File: src/rtl/down_cnt_reload_if.sv
// Control/status bundle for the loadable down-counter.
// The controller uses the master modport and the counter block uses the slave modport.
interface down_cnt_reload_if #(
  parameter int WIDTH = 4
);
  logic             load;
  logic [WIDTH-1:0] load_val;
  logic             en;
  logic             auto_reload;
  logic [WIDTH-1:0] counter;
  logic             tc;
  logic             busy;

  modport master (
    output load, load_val, en, auto_reload,
    input  counter, tc, busy
  );

  modport slave (
    input  load, load_val, en, auto_reload,
    output counter, tc, busy
  );
endinterface

File: src/rtl/down_cnt_reload.sv
// Loadable down-counter/timer with a one-cycle terminal-count pulse.
// It either stops at zero (one-shot) or reloads the stored start value (auto-reload). All outputs are registered.
module down_cnt_reload #(
  parameter int WIDTH = 4
) (
  input  logic              clk,
  input  logic              rst,
  down_cnt_reload_if.slave  bus
);

  localparam logic [1:0] S_IDLE  = 2'd0;
  localparam logic [1:0] S_RUN   = 2'd1;
  localparam logic [1:0] S_PAUSE = 2'd2;

  localparam logic [WIDTH-1:0] ZERO = '0;
  localparam logic [WIDTH-1:0] ONE  = WIDTH'(1);

  logic [1:0]       state;
  logic [WIDTH-1:0] reload_reg;

  always_ff @(posedge clk or posedge rst) begin
    if (rst) begin
      state       <= S_IDLE;
      reload_reg  <= ZERO;
      bus.counter <= ZERO;
      bus.tc      <= 1'b0;
      bus.busy    <= 1'b0;
    end else begin
      // tc is high for only one cycle. It is set again below only on a terminal decrement.
      bus.tc <= 1'b0;
      if (bus.load) begin
        bus.counter <= bus.load_val;
        reload_reg  <= bus.load_val;
        if (bus.load_val != ZERO) begin
          state    <= S_RUN;
          bus.busy <= 1'b1;
        end else begin
          state    <= S_IDLE;
          bus.busy <= 1'b0;
        end
      end else begin
        case (state)
          S_IDLE: bus.busy <= 1'b0;
          S_RUN: begin
            if (!bus.en) begin
              state <= S_PAUSE;
            end else if (bus.counter > ONE) begin
              bus.counter <= bus.counter - ONE;
            end else if (bus.counter == ONE) begin
              bus.tc <= 1'b1;
              if (bus.auto_reload) begin
                bus.counter <= reload_reg;
              end else begin
                bus.counter <= ZERO;
                state       <= S_IDLE;
                bus.busy    <= 1'b0;
              end
            end else begin
              // RUN with a zero count is not reachable. Park the block rather than wrap.
              state    <= S_IDLE;
              bus.busy <= 1'b0;
            end
          end
          // Resuming costs one edge: no decrement on the PAUSE->RUN transition
          S_PAUSE: if (bus.en) state <= S_RUN;
          default: begin
            state    <= S_IDLE;
            bus.busy <= 1'b0;
          end
        endcase
      end
    end
  end

endmodule
File: src/flat_wrapper.sv
// flat-port wrapper written by rule: the top's interface ports become plain ports
module down_cnt_reload_flat 
#(
  parameter int WIDTH = 4
)
  (clk, rst, bus_load, bus_load_val, bus_en, bus_auto_reload, bus_counter, bus_tc, bus_busy);
  down_cnt_reload_if #(.WIDTH(WIDTH)) bus_i ();
  input  logic clk;
  input  logic rst;
  input wire logic [$bits(bus_i.load)-1:0] bus_load;
  input wire logic [$bits(bus_i.load_val)-1:0] bus_load_val;
  input wire logic [$bits(bus_i.en)-1:0] bus_en;
  input wire logic [$bits(bus_i.auto_reload)-1:0] bus_auto_reload;
  output wire logic [$bits(bus_i.counter)-1:0] bus_counter;
  output wire logic [$bits(bus_i.tc)-1:0] bus_tc;
  output wire logic [$bits(bus_i.busy)-1:0] bus_busy;
  assign bus_i.load = bus_load;
  assign bus_i.load_val = bus_load_val;
  assign bus_i.en = bus_en;
  assign bus_i.auto_reload = bus_auto_reload;
  assign bus_counter = bus_i.counter;
  assign bus_tc = bus_i.tc;
  assign bus_busy = bus_i.busy;
  down_cnt_reload #(.WIDTH(WIDTH)) u_core (.clk(clk), .rst(rst), .bus(bus_i));
endmodule
File: config.mk
export PLATFORM = sky130hd
export DESIGN_NAME = down_cnt_reload_flat
export DESIGN_NICKNAME = d
export VERILOG_FILES = /design/src/rtl/down_cnt_reload_if.sv /design/src/rtl/down_cnt_reload.sv /design/src/flat_wrapper.sv
export SDC_FILE = /design/constraint.sdc
export NUM_CORES = 1
export LEC_CHECK = 0
export BUFFER_PORTS_ARGS = -buffer_cell sky130_fd_sc_hd__buf_2
export CAP_MARGIN = 20
export CORE_ASPECT_RATIO = 0.9
export CORE_MARGIN = 4
export CORE_UTILIZATION = 40
export CTS_CLUSTER_SIZE = 25
export DETAILED_ROUTE_END_ITERATION = 6
export GPL_TIMING_DRIVEN = 0
export PLACE_DENSITY_LB_ADDON = 0.15
export SLEW_MARGIN = 30
export SYNTH_ARGS = -nofsm -noshare
export SYNTH_HDL_FRONTEND = slang
export SYNTH_SLANG_ARGS = --single-unit
File: constraint.sdc
create_clock -name clk -period 4.35 [get_ports clk]
set_input_delay 0.435 -clock clk [delete_from_list [all_inputs] [get_ports clk]]
set_output_delay 0.435 -clock clk [all_outputs]
set_load 0.05 [all_outputs]
## After elaboration in Yosys (flattened, before gate mapping)

Cells that the tools add are included.

- Bitwise logic cells: 0
- Shift-type cells: 0
- Add/sub/neg operators: 1
- Muxes and demuxes: 26
- Divide/modulo/power cells: 0
- Eq/ne operators: 11
- Reductions and logical operators: 8
- Magnitude comparators: 1
- Multiply operators: 0

Operator list:

| cell | number |
|---|---|
| 4-bit two-way mux | 6 |
| 1-bit two-way mux | 12 |
| 2-bit two-way mux | 6 |
| 3-bit != test (second input constant) | 3 |
| 4-bit != test (second input constant) | 2 |
| 4-bit AND reduction | 2 |
| 2-bit case mux with 3 select lines | 1 |
| 5-bit != test (second input constant) | 1 |
| 4-bit by 1-bit equality test with 1-bit output (second input constant) | 1 |
| 4-bit by 1-bit greater-than comparator with 1-bit output (second input constant) | 1 |
| 2-bit != test (second input constant) | 2 |
| 2-bit nonzero test | 2 |
| 4-bit nonzero test | 1 |
| 4-bit by 1-bit subtractor with 4-bit output (second input constant) | 1 |
| 3-bit AND reduction | 1 |
| 3-bit nonzero test | 1 |
| 2-bit by 1-bit equality test with 1-bit output (second input constant) | 1 |
| 2-bit equality test (second input constant) | 1 |
| 2-bit logical NOT | 1 |
| 1-bit case mux with 2 select lines | 1 |

- Input port bits: 9
- Memories kept: 0
- Memory bits (read-only): 0
- Bits in latches: 0
- Flip-flop bits (word level): 12
- Output and inout bits: 6
- Bits in writable memories: 0
- Word-level logic and storage cells: 52

## Depth between registers and ports, before layout

Gate-level depths: netlist (run 1).

- Word-level depth: 6
- Gate-level depth with buffers: 6
- Mapped depth without buffers: 6

## Least setup slack after synthesis (run 1)

OpenSTA, ideal clock, no wires.

- Kind: register to register
- Start point: reg u_core.bus.counter[0]
- End point: reg u_core.bus.counter[1]
- Library setup time: 0.128 ns
- Data arrival time: 1.790 ns
- Buffers on the path: 0
- Cell stages (with the launch flop): 7
- Path slack: 2.432 ns
- Cell sequence: dfrtp_1 inv_1 ha_1 or2_4 and2_4 a311oi_1 o31ai_1

- Word-level cells in the longest chain between the ends: 5
- Elaborated cells between the ends (all ways): 9
- Classes of those cells: 1 x add/sub; 1 x order compare; 1 x eq/ne; 4 x mux; 2 x reduce/logical

RTL lines:

| element | line | RTL |
|---|---|---|
| start, declared | down_cnt_reload_if.sv:21 | `output counter, tc, busy` |
| start signal, assigned | down_cnt_reload.sv:32 | `bus.counter <= bus.load_val;` |
| start signal, assigned | down_cnt_reload.sv:48 | `bus.counter <= bus.counter - ONE;` |
| start signal, assigned | down_cnt_reload.sv:52 | `bus.counter <= reload_reg;` |
| 4-bit by 1-bit subtractor with 4-bit output or 4-bit by 1-bit greater-than comparator with 1-bit output (tied branches) | down_cnt_reload.sv:48, down_cnt_reload.sv:47 |  |
| 4-bit two-way mux | down_cnt_reload.sv:47 | `end else if (bus.counter > ONE) begin` |
| 4-bit two-way mux | down_cnt_reload.sv:45 | `if (!bus.en) begin` |
| 4-bit two-way mux | down_cnt_reload.sv:42 | `case (state)` |
| 4-bit two-way mux | down_cnt_reload.sv:31 | `if (bus.load) begin` |

Parallel ways exist; a longest one is shown, timed or not. The select of a mux whose other input is x is not followed.
A chain may end at the register's enable or synchronous reset.

## Final worst setup path (run 1)

Ends and elaborated chain as after synthesis.

==> results.json, run 1 <==
{
  "design.core.area_sq_um": 1510,
  "num_vias": 591,
  "drv_cap": 0,
  "r2r-start": "u_core.bus.counter[0]",
  "finClkSkew_ns": 0.000410,
  "grt_antenna_before_repair": 0,
  "worst_slew_pin_slew_ns": 0.435,
  "cts_setup_buffers": 0,
  "finalHoldViolations": 0,
  "drtIter0Drc": 20,
  "reg2reg_setup_slack_ns": 2.63,
  "path_class": "register to register",
  "synth-compound-area-share": 0.219,
  "tritoncts": "built",
  "cp_slowest_cell": "dfrtp_1",
  "fin_nets": 103,
  "timing.fmax_mhz": 582,
  "cts_max_level": 1,
  "cts_resized": 0,
  "yosysSeqAreaShare": 0.444,
  "place_inst": 109,
  "yosys_register_bits": 12,
  "met3_usage": 0.0190,
  "r2r-end": "u_core.bus.counter[1]",
  "rsz0062_at_grt": "no",
  "final_max_slew_viol_count": 0,
  "synth_top_family_by_area": "compound AO/OA/AOI/OAI gates",
  "fin_cells": 112,
  "synthMuxAreaShare": 0.0333,
  "peakVddDrop_mv": 0.205,
  "final_common_cell": "buf_2",
  "via_per_inst": 5.28,
  "synth_area_sq_um": 676,
  "synth_edf_count": 0,
  "initial_core_util": 0.447,
  "cts_buffer_depth": 2,
  "place_hpwl_um": 1070,
  "synth_nets": 85,
  "finalWirelength_um": 1460,
  "slowest_delay_ns": 0.44,
  "crit_chain": "inv_1, ha_1, or2_4, and2_4, a311oi_1, o31ai_1",
  "fin_crit_ns": 1.72,
  "grt.busiest_layer": "met2",
  "synthXorXnorAreaFrac": 0.0130,
  "rows": 13,
  "numCtsBuffers": 3,
  "routedWlPerCell_um": 13.0,
  "power_density_nw_per_um2": 362,
  "grt_pass1_wl_um": 2480,
  "synth.avg_cell_area_sq_um": 9.13,
  "leakagePower_nw": 0.366,
  "whs_ns": 0.151,
  "grt_start_max_net_pins": 13,
  "synthArstFlopShare": 1.00,
  "clk_pin_slew_ns": 0.07,
  "status": "finished, final reports clean",
  "port_buffers": 13,
  "cp.required_ns": 4.51,
  "cp-start-kind": "register",
  "layout-drive-gt1-share": 0.244,
  "place.gp.congestion": 0.825,
  "cts-root-buf": "clkbuf_4",
  "die_area_sq_um": 2410,
  "grt_pass1_vias": 566,
  "drc": 0,
  "fp.dieW_um": 51.3,
  "overflow": 0,
  "cp.arrival_ns": 1.88,
  "die_h_um": 47.0,
  "firstDrtPassIters": 4,
  "cts_num_sinks": 12,
  "syn_inst": 74,
  "fill_cells": 164,
  "antenna_left": 0,
  "area_growth_pct": 17.0,
  "finalSetupViolations": 0,
  "setup_tns_ns": 0,
  "period_share": 0.395,
  "synth_flop_cell": "dfrtp_1",
  "cts_hold_buf": 0,
  "grt_use_met1": 0.203,
  "num_antenna_cells": 0,
  "track_usage": 0.145,
  "ios": 15,
  "yosysWarnings": 0,
  "synthAdderAreaFrac": 0.0370,
  "cp_max_fo": 6,
  "yosysUniqueCellTypes": 28,
  "reg2regPathDepth": 6,
  "synth_simple_gate_area_share": 0.196,
  "max_slew_margin": 0.706,
  "crit_path_end_kind": "register",
  "use_met2": 0.206,
  "worstHoldPathType": "input pin to asynchronous set/reset pin",
  "mostFrequentLayoutCells": "buf_2, dfrtp_1, inv_1",
  "worstSkewPairLatency_ns": 0.27
}
## cell usage after synthesis, types with 3 or more instances
| cell | number | area (sq um) |
|---|---|---|
| o21ai_1 | 5 | 25.0 |
| nand2_1 | 7 | 26.3 |
| o31ai_1 | 3 | 22.5 |
| nor2b_1 | 4 | 25.0 |
| nor3_1 | 3 | 15.0 |
| a21oi_1 | 5 | 25.0 |
| nor2_1 | 3 | 11.3 |
| inv_1 | 8 | 30.0 |
| dfrtp_1 | 12 | 300 |
## worst max-delay path, delay by kind of cell (launching register included)
kind                     cells  cell delay [ns]
buffers and inverters        1             0.07
flip-flops                   1             0.44
AO/OA/AOI/OAI                2             0.36
AND/OR/NAND/NOR              2             0.46
adder cells (fa/ha/maj)      1             0.27
## layer usage
layer	up-vias	wire length [um]
met2	22	565
met3	5	83
met5	-	0
met4	0	42
met1	266	770
li1	298	-
## worst max-delay path by stage
stage	from	to	slack [ns]	cells past startpoint
finish	u_core.bus.counter[0]	u_core.bus.counter[1]	2.63	6
global route	u_core.bus.counter[0]	u_core.bus.counter[3]	2.44	6
CTS	u_core.bus.counter[0]	u_core.bus.counter[3]	2.63	6
detailed placement	u_core.bus.counter[0]	u_core.bus.counter[3]	2.65	6
global placement	u_core.bus.counter[0]	u_core.bus.counter[3]	2.65	6
floorplan	u_core.bus.counter[0]	u_core.bus.counter[1]	2.43	6
## power breakdown
group	internal, W	total, W	switching (W)
combinational	0.0000302	0.0000853	0.0000551
sequential	0.000122	0.000133	0.0000112
clock	0.0000321	0.0000684	0.0000363
total	0.000184	0.000287	0.000103
## metrics by stage
step | setup WS, ns | util | power, W | instance area, sq um
after floorplan | 2.43 | - | 0.000198 | 676
after global placement | 2.65 | 0.508 | 0.000219 | 768
after detailed placement | 2.65 | 0.508 | 0.000220 | 768
after CTS | 2.63 | 0.523 | 0.000290 | 791
after global routing | 2.44 | 0.523 | 0.000306 | 791
final | 2.63 | 0.523 | 0.000287 | 791
## final cells by class
class,instances,area (sq um),share of cell area
repair buffers,13,65.1,0.0823
multi-input cells,52,337,0.426
flip-flops and latches,12,300,0.380
well taps,22,27.5,0.0348
clock buffers,3,22.5,0.0285
inverters,8,30.0,0.0380
plain buffers,2,8.76,0.0111
## cells by family (layout without fill, tap and decap cells)
family / after synthesis / in the layout
xor+xnor: 1 / 1
simple gates: 24 / 24
flops: 12 / 12
mux: 2 / 2
compound gates: 23 / 23
fa+ha+maj: 2 / 2
buf+inv: 10 / 26
(Power assumes the default switching activity.)
==> run 2, diff against run 1 <==
==> constraint.sdc (replaced) <==
create_clock -name clk -period 1.73 [get_ports clk]
set_input_delay 0.173 -clock clk [delete_from_list [all_inputs] [get_ports clk]]
set_output_delay 0.173 -clock clk [all_outputs]
set_load 0.05 [all_outputs]
==> run 2 against run 1 <==
  * Sequential power rose to 2.5 times the previous value
  * Critical path depth stayed put
  * First-iteration DRC count fell by 5.0%
  * Critical endpoint is now u_core.bus.counter[3]
  * Largest power group unchanged
  * Routed wire length down 3.1%
  * Non-clock buffer count rose by 1
  * Utilization increased by 1.9 points
  * Hold slack lost 0.041 ns
  * Count of clock-buffer cells in the layout grew 1
  * Critical path type unchanged
==> results.json, run 2 (synthesis gave the netlist of run 1 again) <==
{
  "layout-drive-gt1-share": 0.283,
  "rsz0062_at_grt": "no",
  "cts_max_level": 1,
  "final_cell_area_sq_um": 820,
  "finalSetupViolations": 0,
  "fin_ws_ns": 0.113,
  "placed_cell_area_sq_um": 773,
  "place_ws_ns": 0.130,
  "rows": 13,
  "path_class": "register to register",
  "status": "finished, final reports clean",
  "grt_pass1_vias": 549,
  "reg2regPathDepth": 6,
  "finalHoldViolations": 0,
  "place.gp.congestion": 0.833,
  "peakVddDrop_mv": 0.472,
  "worstHoldPathType": "input pin to register",
  "fin_nets": 104,
  "fin_crit_ns": 1.62,
  "grt_pass1_wl_um": 2420,
  "tritoncts": "built",
  "num_vias": 600,
  "crit_path_end_kind": "register",
  "routedWlPerCell_um": 12.4,
  "whs_path_depth": 2,
  "clk_pin_slew_ns": 0.07,
  "final_core_util": 0.542,
  "port_buffers": 13,
  "cts_buffer_depth": 2,
  "period_share": 0.935,
  "drv_cap": 0,
  "seq_area_sq_um": 303,
  "setup_tns_ns": 0,
  "leakagePower_nw": 0.374,
  "multi_input_area_sq_um": 339,
  "final_max_slew_viol_count": 0,
  "fill_cells": 148,
  "reg2reg_setup_slack_ns": 0.11,
  "cp_max_fo": 6,
  "final_common_cell": "buf_2",
  "num_antenna_cells": 0,
  "worst_slew_pin_slew_ns": 0.465,
  "worstSkewPairLatency_ns": 0.27,
  "ios": 15,
  "firstDrtPassIters": 4,
  "overflow": 0,
  "grt_antenna_before_repair": 0,
  "area_growth_pct": 21.3,
  "finalWirelength_um": 1420,
  "mostFrequentLayoutCells": "buf_2, dfrtp_1, inv_1",
  "power_w": 0.000773,
  "finClkSkew_ns": 0.00306,
  "timing.fmax_mhz": 618,
  "max_slew_margin": 0.690,
  "track_usage": 0.140,
  "fp.dieW_um": 51.3,
  "die_area_sq_um": 2410,
  "cts_num_sinks": 12,
  "grt_start_max_net_pins": 13,
  "numCtsBuffers": 3,
  "drc": 0,
  "cp.arrival_ns": 1.78,
  "via_per_inst": 5.26,
  "power_density_nw_per_um2": 943,
  "cts-root-buf": "clkbuf_4",
  "place_hpwl_um": 1070,
  "cts_resized": 0,
  "hold_end": "u_core.state[1]",
  "cp-start-kind": "register",
  "die_h_um": 47.0,
  "design.core.area_sq_um": 1510,
  "cp.required_ns": 1.89,
  "drtIter0Drc": 19,
  "hold_start": "bus_en",
  "antenna_left": 0,
  "initial_core_util": 0.447,
  "r2r-start": "u_core.bus.counter[0]",
  "r2r-end": "u_core.bus.counter[3]",
  "cts_setup_buffers": 0
}
## run 2: where the power goes
part	switching [W]	internal [W]
clock	0.0000933	0.000128
combinational	0.000138	0.0000789
sequential	0.0000271	0.000307
## run 2: metrics by stage
step,hold slack [ns],std cells
final,0.110,114
after global routing,0.109,114
after CTS,0.0981,114
after detailed placement,0.211,109
after global placement,0.204,109
after floorplan,0.0376,74
## run 2: critical path, stage by stage (launching register included)
cell and delay, ns:
dfrtp_2 0.41, inv_1 0.06, ha_2 0.22, or2_4 0.28, and2_4 0.16, a311oi_1 0.26, o31ai_1 0.10
## run 2: layout make-up
cell class | instances | area share
buffer | 2 | 0.0107
clock buffer | 4 | 0.0443
inverter | 8 | 0.0366
multi-input combinational | 52 | 0.414
sequential | 12 | 0.369
tap | 22 | 0.0336
timing repair buffer | 14 | 0.0916
## run 2: worst max path at each step
| stage | from | depth (start not counted) | endpoint | slack [ns] |
|---|---|---|---|---|
| detailed placement | u_core.bus.counter[0] | 6 | u_core.bus.counter[3] | 0.13 |
| floorplan | u_core.bus.counter[0] | 6 | u_core.bus.counter[1] | 0.02 |
| finish | u_core.bus.counter[0] | 6 | u_core.bus.counter[3] | 0.11 |
| global route | u_core.bus.counter[0] | 6 | u_core.bus.counter[3] | 0.02 |
| global placement | u_core.bus.counter[0] | 5 | u_core.bus.counter[3] | 0.13 |
| CTS | u_core.bus.counter[0] | 6 | u_core.bus.counter[3] | 0.11 |
## run 2: what timing repair did
action	4_1_cts	5_1_grt
endpoints found under the hold margin	12	0
endpoints found under the setup margin	0	0
hold buffers	1	0
## run 2: metal layers
| metal | global-route usage | share of wire | vias up |
|---|---|---|---|
| met5 | 0 | 0 | - |
| li1 | - | - | 298 |
| met2 | 0.219 | 0.44 | 22 |
| met3 | 0.0508 | 0.081 | 2 |
| met1 | 0.173 | 0.47 | 278 |
| met4 | 0.0733 | 0.0071 | 0 |
==> run 3, diff against run 2 <==
--- a/config.mk
+++ b/config.mk
@@ -10,6 +10,7 @@
 export CORE_ASPECT_RATIO = 0.9
 export CORE_MARGIN = 4
 export CORE_UTILIZATION = 40
+export CTS_BUF_LIST = sky130_fd_sc_hd__clkbuf_8
 export CTS_CLUSTER_SIZE = 25
 export DETAILED_ROUTE_END_ITERATION = 6
 export GPL_TIMING_DRIVEN = 0
==> run 3 against run 2 <==
  * Maximum frequency is 0.13% higher
  * Total power rose by 11%
  * Non-clock buffer count unchanged
  * Global-route usage grew 0.41 points
  * Count of clock-buffer cells in the layout stayed put
  * Combinational power about the same
  * Sequential cell count stayed put
  * Clock skew about the same
  * Sequential share of layout area shrank 0.83 points
  * Routed wire length up 0.21%
  * Cell count unchanged
  * Via count down 1.7%
  * Largest cell class unchanged
  * Largest power group unchanged
==> results.json, run 3 (synthesis gave the netlist of run 1 again) <==
{
  "port_buffers": 13,
  "die_h_um": 47.0,
  "design.core.area_sq_um": 1510,
  "grt_pass1_vias": 552,
  "rsz0062_at_grt": "no",
  "leakagePower_nw": 0.382,
  "switching_power_w": 0.000268,
  "numCtsBuffers": 3,
  "rows": 13,
  "timing.fmax_mhz": 619,
  "grt_antenna_before_repair": 0,
  "drtIter0Drc": 13,
  "status": "finished, final reports clean",
  "grt_start_max_net_pins": 13,
  "cts-root-buf": "clkbuf_8",
  "cp-start-kind": "register",
  "worstSkewPairLatency_ns": 0.24,
  "whs_path_depth": 2,
  "drc": 0,
  "cts_buffer_depth": 2,
  "finClkSkew_ns": 0.00338,
  "fin_crit_ns": 1.62,
  "reg2regPathDepth": 6,
  "startpoint": "u_core.bus.counter[0]",
  "clk_pin_slew_ns": 0.05,
  "cp.required_ns": 1.85,
  "setup_tns_ns": 0,
  "cp_max_fo": 6,
  "combinationalPowerShare": 0.254,
  "overflow": 0,
  "worst_slew_pin_slew_ns": 0.466,
  "peakVddDrop_mv": 0.677,
  "max_slew_margin": 0.689,
  "place_hpwl_um": 1070,
  "antenna_left": 0,
  "cp.arrival_ns": 1.74,
  "fp.dieW_um": 51.3,
  "die_area_sq_um": 2410,
  "worstHoldPathType": "input pin to register",
  "track_usage": 0.144,
  "place.gp.congestion": 0.833,
  "finalSetupViolations": 0,
  "power.share.sequential": 0.391,
  "period_share": 0.934,
  "initial_core_util": 0.447,
  "final_common_cell": "buf_2",
  "drv_cap": 0,
  "hold_start": "bus_en",
  "cts_setup_buffers": 0,
  "clkPwrFrac": 0.355,
  "via_per_inst": 5.18,
  "routedWlPerCell_um": 12.4,
  "cts_max_level": 1,
  "cts_hold_buf": 1,
  "layout-drive-gt1-share": 0.283,
  "tritoncts": "built",
  "finalHoldViolations": 0,
  "finalWirelength_um": 1420,
  "firstDrtPassIters": 4,
  "place_ws_ns": 0.130,
  "final_core_util": 0.554,
  "p_int_w": 0.000588,
  "r2r-start": "u_core.bus.counter[0]",
  "cts_num_sinks": 12,
  "path_class": "register to register",
  "area_growth_pct": 24.1,
  "cts_resized": 0,
  "sw_frac_of_total": 0.313,
  "power_density_nw_per_um2": 1020,
  "fin_ws_ns": 0.115,
  "fin_nets": 104,
  "num_antenna_cells": 0,
  "ios": 15,
  "final_max_slew_viol_count": 0,
  "num_vias": 590,
  "mostFrequentLayoutCells": "buf_2, dfrtp_1, inv_1",
  "crit_path_end_kind": "register",
  "grt_pass1_wl_um": 2460
}
run 3: cell types whose count changed in the layout (fill, tap and decap cells not counted):
cell	delta
clkbuf_8	+3
clkbuf_4	-3
run 3: power groups by stage:
stage          clock, W  sequential [W]  combinational, W
6_report       0.000304        0.000335          0.000217
3_3_place_gp          0        0.000340          0.000215
5_1_grt        0.000327        0.000340          0.000241
4_1_cts        0.000317        0.000335          0.000218
2_1_floorplan         0        0.000383          0.000118
3_5_place_dp          0        0.000339          0.000215
run 3: worst paths after layout:
kind,end,slack [ns]
setup / recovery,u_core.bus.counter[3],0.11
hold / removal,u_core.state[1],0.15
setup reg to reg,u_core.bus.counter[3],0.11
hold reg to reg,u_core.reload_reg[0],0.51
max in group asynchronous,u_core.bus.counter[1],0.89
min in group asynchronous,u_core.bus.busy,0.49
run 3: cell type report:
class / instances / area (sq um)
Timing Repair Buffer: 14 / 75.1
Clock buffer: 4 / 55.1
Buffer: 2 / 8.76
Multi-Input combinational cell: 52 / 339
Tap cell: 22 / 27.5
Fill cell: 148 / 674
Inverter: 8 / 30.0
Sequential cell: 12 / 303
run 3: metal layers:
layer,track usage,up-vias,share of wire
li1,-,298,-
met1,0.181,269,0.48
met2,0.216,21,0.43
met3,0.0603,2,0.080
met4,0.0733,0,0.0070
met5,0,-,0
run 3: critical path, cell delays in order, from the launching register on:
cell	delay, ns
dfrtp_2	0.41
inv_1	0.06
ha_2	0.22
or2_4	0.28
and2_4	0.16
a311oi_1	0.26
o31ai_1	0.10
run 3: per-stage QoR:
stage	instance area (sq um)	instances	hold WS, ns	total power (W)
after CTS	838	114	0.137	0.000870
final	838	114	0.146	0.000856
after global placement	773	109	0.204	0.000555
after detailed placement	773	109	0.211	0.000554
after global routing	838	114	0.152	0.000909
after floorplan	681	74	0.0376	0.000501
